[src/rtl/spi_read_sequencer.sv]
// Read-transaction controller in front of spi_master: sends a command byte, then N dummy
// bytes, and packs the returned bytes into one response word. Option: SPI_SEQ_CHIP_RDY_EN.
module spi_read_sequencer #(
   parameter int unsigned MAX_BYTES      = 4,
   parameter int unsigned TIMEOUT_CYCLES = 1024
) (
   input  logic                   clk,
   input  logic                   rst,
   input  logic                   req_valid,
   output logic                   req_ready,
   input  logic [7:0]             req_cmd,
   input  logic [2:0]             req_len,
   output logic                   spi_start,
   output logic [7:0]             spi_data_in,
   input  logic                   spi_busy,
   input  logic                   spi_new_data,
   input  logic [7:0]             spi_data_out,
   input  logic                   spi_chip_rdy,
   output logic                   rsp_valid,
   input  logic                   rsp_ready,
   output logic [8*MAX_BYTES-1:0] rsp_data,
   output logic [2:0]             rsp_len,
   output logic                   rsp_err
);

   localparam int unsigned W   = 8 * MAX_BYTES;
   localparam int unsigned CW  = $clog2(MAX_BYTES + 2);
   localparam int unsigned WDW = $clog2(TIMEOUT_CYCLES + 1);

   typedef enum logic [2:0] {
      IDLE,
`ifdef SPI_SEQ_CHIP_RDY_EN
      WAIT_RDY,
`endif
      SEND,
      WAIT_BYTE,
      DONE
   } state_t;

   state_t          state;
   logic [7:0]      cmd_q;
   logic [CW-1:0]   byte_cnt;
   logic [CW-1:0]   len_clamp;
   logic            first_byte;
   logic [WDW-1:0]  wdog;
   logic            wd_expired;

   assign req_ready  = (state == IDLE);
   assign wd_expired = (wdog == WDW'(TIMEOUT_CYCLES - 1));

`ifndef SPI_SEQ_CHIP_RDY_EN
   logic unused_chip_rdy;
   assign unused_chip_rdy = spi_chip_rdy;
`endif

   always_comb begin
      if (32'(req_len) > MAX_BYTES) len_clamp = CW'(MAX_BYTES);
      else                          len_clamp = CW'(req_len);
   end

   always_ff @(posedge clk) begin
      if (rst) begin
         state       <= IDLE;
         cmd_q       <= '0;
         byte_cnt    <= '0;
         first_byte  <= 1'b0;
         wdog        <= '0;
         spi_start   <= 1'b0;
         spi_data_in <= '0;
         rsp_valid   <= 1'b0;
         rsp_data    <= '0;
         rsp_len     <= '0;
         rsp_err     <= 1'b0;
      end else begin
         spi_start <= 1'b0;
         unique case (state)
            IDLE: begin
               if (req_valid) begin
                  cmd_q      <= req_cmd;
                  byte_cnt   <= len_clamp + CW'(1);
                  first_byte <= 1'b1;
                  wdog       <= '0;
                  rsp_data   <= '0;
                  rsp_len    <= '0;
                  rsp_err    <= 1'b0;
`ifdef SPI_SEQ_CHIP_RDY_EN
                  state <= WAIT_RDY;
`else
                  // Command start issued straight from IDLE so it appears the cycle after accept.
                  if (!spi_busy) begin
                     spi_start   <= 1'b1;
                     spi_data_in <= req_cmd;
                     state       <= WAIT_BYTE;
                  end else begin
                     state <= SEND;
                  end
`endif
               end
            end
`ifdef SPI_SEQ_CHIP_RDY_EN
            WAIT_RDY: begin
               if (spi_chip_rdy) begin
                  wdog  <= '0;
                  state <= SEND;
               end else if (wd_expired) begin
                  rsp_err   <= 1'b1;
                  rsp_valid <= 1'b1;
                  wdog      <= '0;
                  state     <= DONE;
               end else begin
                  wdog <= wdog + WDW'(1);
               end
            end
`endif
            SEND: begin
               if (!spi_busy) begin
                  spi_start   <= 1'b1;
                  spi_data_in <= first_byte ? cmd_q : 8'h00;
                  wdog        <= '0;
                  state       <= WAIT_BYTE;
               end
            end
            WAIT_BYTE: begin
               // A byte arriving on the expiry cycle still counts.
               if (spi_new_data) begin
                  wdog       <= '0;
                  byte_cnt   <= byte_cnt - CW'(1);
                  first_byte <= 1'b0;
                  if (!first_byte) begin
                     rsp_data <= W'({rsp_data, spi_data_out});
                     rsp_len  <= rsp_len + 3'd1;
                  end
                  if (byte_cnt == CW'(1)) begin
                     rsp_valid <= 1'b1;
                     state     <= DONE;
                  end else begin
                     state <= SEND;
                  end
               end else if (wd_expired) begin
                  rsp_err   <= 1'b1;
                  rsp_valid <= 1'b1;
                  wdog      <= '0;
                  state     <= DONE;
               end else begin
                  wdog <= wdog + WDW'(1);
               end
            end
            DONE: begin
               if (rsp_ready) begin
                  rsp_valid <= 1'b0;
                  state     <= IDLE;
               end
            end
            default: state <= IDLE;
         endcase
      end
   end

endmodule

[config.mk]
export PLATFORM = sky130hd
export DESIGN_NAME = spi_read_sequencer
export DESIGN_NICKNAME = d
export VERILOG_FILES = /design/src/rtl/spi_read_sequencer.sv
export SDC_FILE = /design/constraint.sdc
export NUM_CORES = 1
export LEC_CHECK = 0
export ABC_AREA = 1
export CELL_PAD_IN_SITES_DETAIL_PLACEMENT = 2
export CELL_PAD_IN_SITES_GLOBAL_PLACEMENT = 2
export CORE_UTILIZATION = 27
export DETAILED_ROUTE_END_ITERATION = 10
export HOLD_SLACK_MARGIN = 0.12
export PLACE_DENSITY = 0.89
export RECOVER_POWER = 100
export SYNTH_ARGS = -nofsm -noshare
export SYNTH_HDL_FRONTEND = slang
export SYNTH_SLANG_ARGS = --single-unit
[constraint.sdc]
create_clock -name clk -period 1.9 [get_ports clk]
set_input_delay 0.19 -clock clk [delete_from_list [all_inputs] [get_ports clk]]
set_output_delay 0.19 -clock clk [all_outputs]
set_load 0.05 [all_outputs]
==> PnR_summary.wiki <==
{| class="wikitable"
! Metric !! Value
|-
| Post-Route WL || 10600 um
|-
| Routed length on met2 || 5600 um
|-
| FMAX || 0.551 GHz
|-
| Highest metal layer with signal wires || met4
|-
| Maximum fanout along the worst path || 3
|-
| Share of the yosys chip area belonging to registers || 47.1%
|-
| Clock tree from TritonCTS || done
|-
| Via count || 3118
|-
| Worst Reg2Reg Path Length in Cells || 8
|-
| Register clock-pin slew on the reported worst setup and hold paths || 80 ps
|-
| Setup repair after global routing missed its margin || no
|-
| Relative slew slack || 62.3%
|-
| Routability-driven placement congestion ratio || 0.811
|-
| Number of buffers inserted to repair setup after CTS || 0
|-
| Hold Vio Cnt, Final || 0
|-
| Relative contribution of the clock network to total power || 22.2%
|-
| H-tree level count || 3
|-
| Antenna diodes || 0
|-
| Leak Pwr || 0.00168 uW
|-
| Clock Sink Count || 71
|-
| Synth area leader || sky130_fd_sc_hd__dfxtp_1
|-
| Row count || 38
|-
| Proportion of layout cells with a drive suffix above 1 || 8.03%
|-
| Most common cell in the synthesized netlist || sky130_fd_sc_hd__nand2_1
|-
| CP startpoint kind || register
|-
| Worst min-delay path class || input pin to register
|-
| Synth Flop Type || sky130_fd_sc_hd__dfxtp_1
|-
| Clock latency reported for the late side of the worst-skew pair || 350 ps
|-
| Count of routing violations after the opening detailed-route iteration || 123
|-
| Highest cell delay on the worst timing path || 900 ps
|-
| Critical path class || register to output pin
|-
| Number of nets at the end of the flow || 524
|-
| Sw Share || 44.3%
|-
| Power per cell area || 1220 mW/mm^2
|-
| Post-route design area || 0.00410 sq mm
|-
| Number of max-capacitance violations reported || 0
|-
| Period utilization || 95.6%
|-
| Global-route total usage across every layer || 19.4%
|-
| Number of hold buffers added after CTS || 0
|-
| # DRC || 0
|-
| Remaining global-route overflow || 0
|-
| Remaining antenna violation count after routing || 0
|-
| Cell type of the slowest stage on the worst timing path || sky130_fd_sc_hd__dlygate4sd3_1
|-
| Number of buffer cells added on primary ports || 71
|-
| FF-to-FF End || wdog[5]
|-
| Global-route wire length before repair || 17400 um
|-
| Wire length on met3 || 209 um
|-
| Area delta synth->final || 35.9%
|-
| Post-detailed-route via-to-cell ratio || 4.89
|-
| Initial antenna violation count || 0
|-
| Die width || 108 um
|-
| Nets in the synthesized netlist || 447
|-
| Startpoint of the tightest hold check path || spi_data_out[3]
|-
| Cell family contributing the most delay on the critical path || buffers and inverters
|-
| Synth top cells by count || sky130_fd_sc_hd__nand2_1 (80), sky130_fd_sc_hd__dfxtp_1 (71), sky130_fd_sc_hd__a21oi_1 (53)
|-
| Fraction of synthesized cell area taken by the top area cell type || 47.1%
|-
| Outcome || finished, final reports clean
|-
| Number of global-route vias before repair || 3493
|-
| Final Max Tran Viols || 0
|-
| Pin slew with the least headroom to its limit || 564 ps
|-
| Post-layout min period || 1820 ps
|-
| Mapped cell area || 0.00302 sq mm
|-
| Placed wire-length estimate after detailed placement || 7240 um
|-
| Gate Count Post-Synth || 416
|-
| R2R Path Start || state[1]
|-
| Max IR drop VDD || 0.435 mV
|-
| Die Height || 108 um
|-
| Register bit total from synthesis || 71
|-
| Int Pwr || 2780 uW
|-
| Setup-violating endpoint count in the final report || 0
|-
| Required time of the worst setup path || 1710 ps
|-
| Initial standard-cell utilization of the core || 27.8%
|-
| Setup TNS || 0 ps
|-
| Die area || 0.0116 sq mm
|-
| Proportion of power drawn by flip-flops and latches || 37.6%
|-
| Combinational fraction of design power || 40.1%
|-
| Wire length on met1 || 4580 um
|-
| Routed length per instance || 16.5 um
|-
| Post-place instance area || 0.00395 sq mm
|-
| Maximum number of pins on one net before global-route repair || 39
|-
| Reg2Reg Setup Slack || 170 ps
|-
| Count of pins on the block boundary || 73
|-
| Average cell area after synthesis || 7.25 sq um
|-
| Worst-path cell chain || dlygate4sd3_1
|-
| Skew final || 7.29 ps
|-
| Ranking of synthesized cells by area || sky130_fd_sc_hd__dfxtp_1 (47%), sky130_fd_sc_hd__nand2_1 (10%), sky130_fd_sc_hd__a21oi_1 (8.8%)
|-
| Hold EP || rsp_data[3]
|-
| Number of clock buffers inserted by TritonCTS || 9
|-
| Warnings from Yosys || 0
|-
| Instance count along the most critical hold path || 3
|-
| Buffering stage count on the worst path with inverters included || 1
|-
| Core region area || 0.0108 sq mm
|-
| Number of enable flip-flop cells after synthesis || 0
|-
| Power dissipated by switching net loads || 2210 uW
|-
| Post-synth ARST share || 0%
|-
| Library cells used by synthesis || 25
|-
| Kind of end point of the critical path || output pin
|-
| Endpoint arrival time on the critical path || 1630 ps
|-
| Pre-Repair DR Iteration Count || 4
|-
| Clock Tree Root || sky130_fd_sc_hd__clkbuf_8
|-
| Clock Tree Buf Depth || 2
|}
[what timing repair did]
action / in CTS / in global routing
hold endpoints to repair: 0 / 0
endpoints found under the setup margin: 0 / 1
gates resized for setup: 0 / 2
[routing by layer]
| metal | track usage, % | vias to the layer above |
|---|---|---|
| li1 | - | 1525 |
| met1 | 22.5 | 1534 |
| met2 | 35.2 | 47 |
| met3 | 3.51 | 12 |
| met4 | 6.95 | 0 |
| met5 | 0 | - |
[worst max path at each step]
stage	startpoint	slack [ps]	cells after the start	to
after floorplan	state[1]	220	6	cmd_q[7]
after global placement	spi_busy	170	8	wdog[9]
after detailed placement	spi_busy	140	8	wdog[5]
after CTS	rsp_data[13]	80	1	rsp_data[13]
after global routing	state[1]	20	5	cmd_q[4]
final	rsp_data[19]	80	1	rsp_data[19]
[registers in the layout, indices dropped and copies added, names as in the netlist]
name and flops:
rsp_err 1, rsp_len 3, rsp_data 32, spi_data_in 8
first_byte 1, spi_start 1, state 2, byte_cnt 3
rsp_valid 1, cmd_q 8, wdog 11
[power by group through the flow]
stage | logic, uW | registers, uW | clock network, uW
2_1_floorplan | 1040 | 2160 | 0
3_3_place_gp | 1950 | 1890 | 0
3_5_place_dp | 2050 | 1910 | 0
4_1_cts | 2090 | 1880 | 1140
5_1_grt | 2200 | 1910 | 1210
6_report | 2000 | 1880 | 1110
[worst register-to-register path, delay by kind of cell, from the launching register on]
kind,cells,cell delay [ps]
and+or+nand+nor,7,890
buffers and inverters,1,230
DFF,1,510
[cells by family (layout without fill, tap and decap cells)]
group	Yosys count	in the layout	synth area share (%)
XOR/XNOR	1	1	0.290
adder cells (fa/ha/maj)	5	5	2.07
AO/OA/AOI/OAI	92	92	15.5
buffers and inverters	54	136	7.26
AND/OR/NAND/NOR	193	193	27.8
flip-flops	71	71	47.1
[placed cells by master (no fill, tap or decap)]
cell type / count
sky130_fd_sc_hd__inv_6: 2
sky130_fd_sc_hd__nor2_1: 41
sky130_fd_sc_hd__o21ai_0: 32
sky130_fd_sc_hd__nor3_1: 3
sky130_fd_sc_hd__dfxtp_1: 71
sky130_fd_sc_hd__inv_2: 1
sky130_fd_sc_hd__nor2_2: 5
sky130_fd_sc_hd__o21ai_1: 2
sky130_fd_sc_hd__clkinvlp_4: 2
sky130_fd_sc_hd__and3_1: 1
sky130_fd_sc_hd__clkbuf_8: 9
sky130_fd_sc_hd__nand2_2: 1
sky130_fd_sc_hd__clkbuf_1: 2
sky130_fd_sc_hd__dlygate4sd3_1: 41
sky130_fd_sc_hd__inv_1: 33
sky130_fd_sc_hd__a31oi_1: 3
sky130_fd_sc_hd__clkdlybuf4s50_1: 29
sky130_fd_sc_hd__or2_2: 3
sky130_fd_sc_hd__clkbuf_2: 3
sky130_fd_sc_hd__nand2_1: 81
sky130_fd_sc_hd__clkinv_2: 3
sky130_fd_sc_hd__xor2_1: 1
sky130_fd_sc_hd__nand4_1: 6
sky130_fd_sc_hd__or2_0: 1
sky130_fd_sc_hd__buf_4: 9
sky130_fd_sc_hd__o22ai_1: 2
sky130_fd_sc_hd__or2_1: 1
sky130_fd_sc_hd__buf_12: 2
sky130_fd_sc_hd__nand3_1: 50
sky130_fd_sc_hd__a21oi_1: 53
sky130_fd_sc_hd__ha_1: 5
[final cells by class]
| type | instances | area, sq um |
|---|---|---|
| flip-flops and latches | 71 | 1420 |
| multi-input cells | 291 | 1370 |
| inverters | 34 | 128 |
| fillers | 1315 | 6740 |
| well taps | 140 | 175 |
| clock buffers | 9 | 124 |
| repair buffers | 86 | 831 |
| clock inverters | 7 | 47.5 |
[per-stage QoR]
stage,total power (uW),hold WS [ps],setup slack (ps),util (%),instances
global placement,3840,432,174,36.4,622
detailed placement,3970,445,143,36.4,622
global route,5310,400,22.5,37.8,638
CTS,5120,375,80.0,38.0,638
floorplan,3200,333,215,-,416
finish,4990,388,84.5,37.8,638
(Power assumes the default switching activity.)
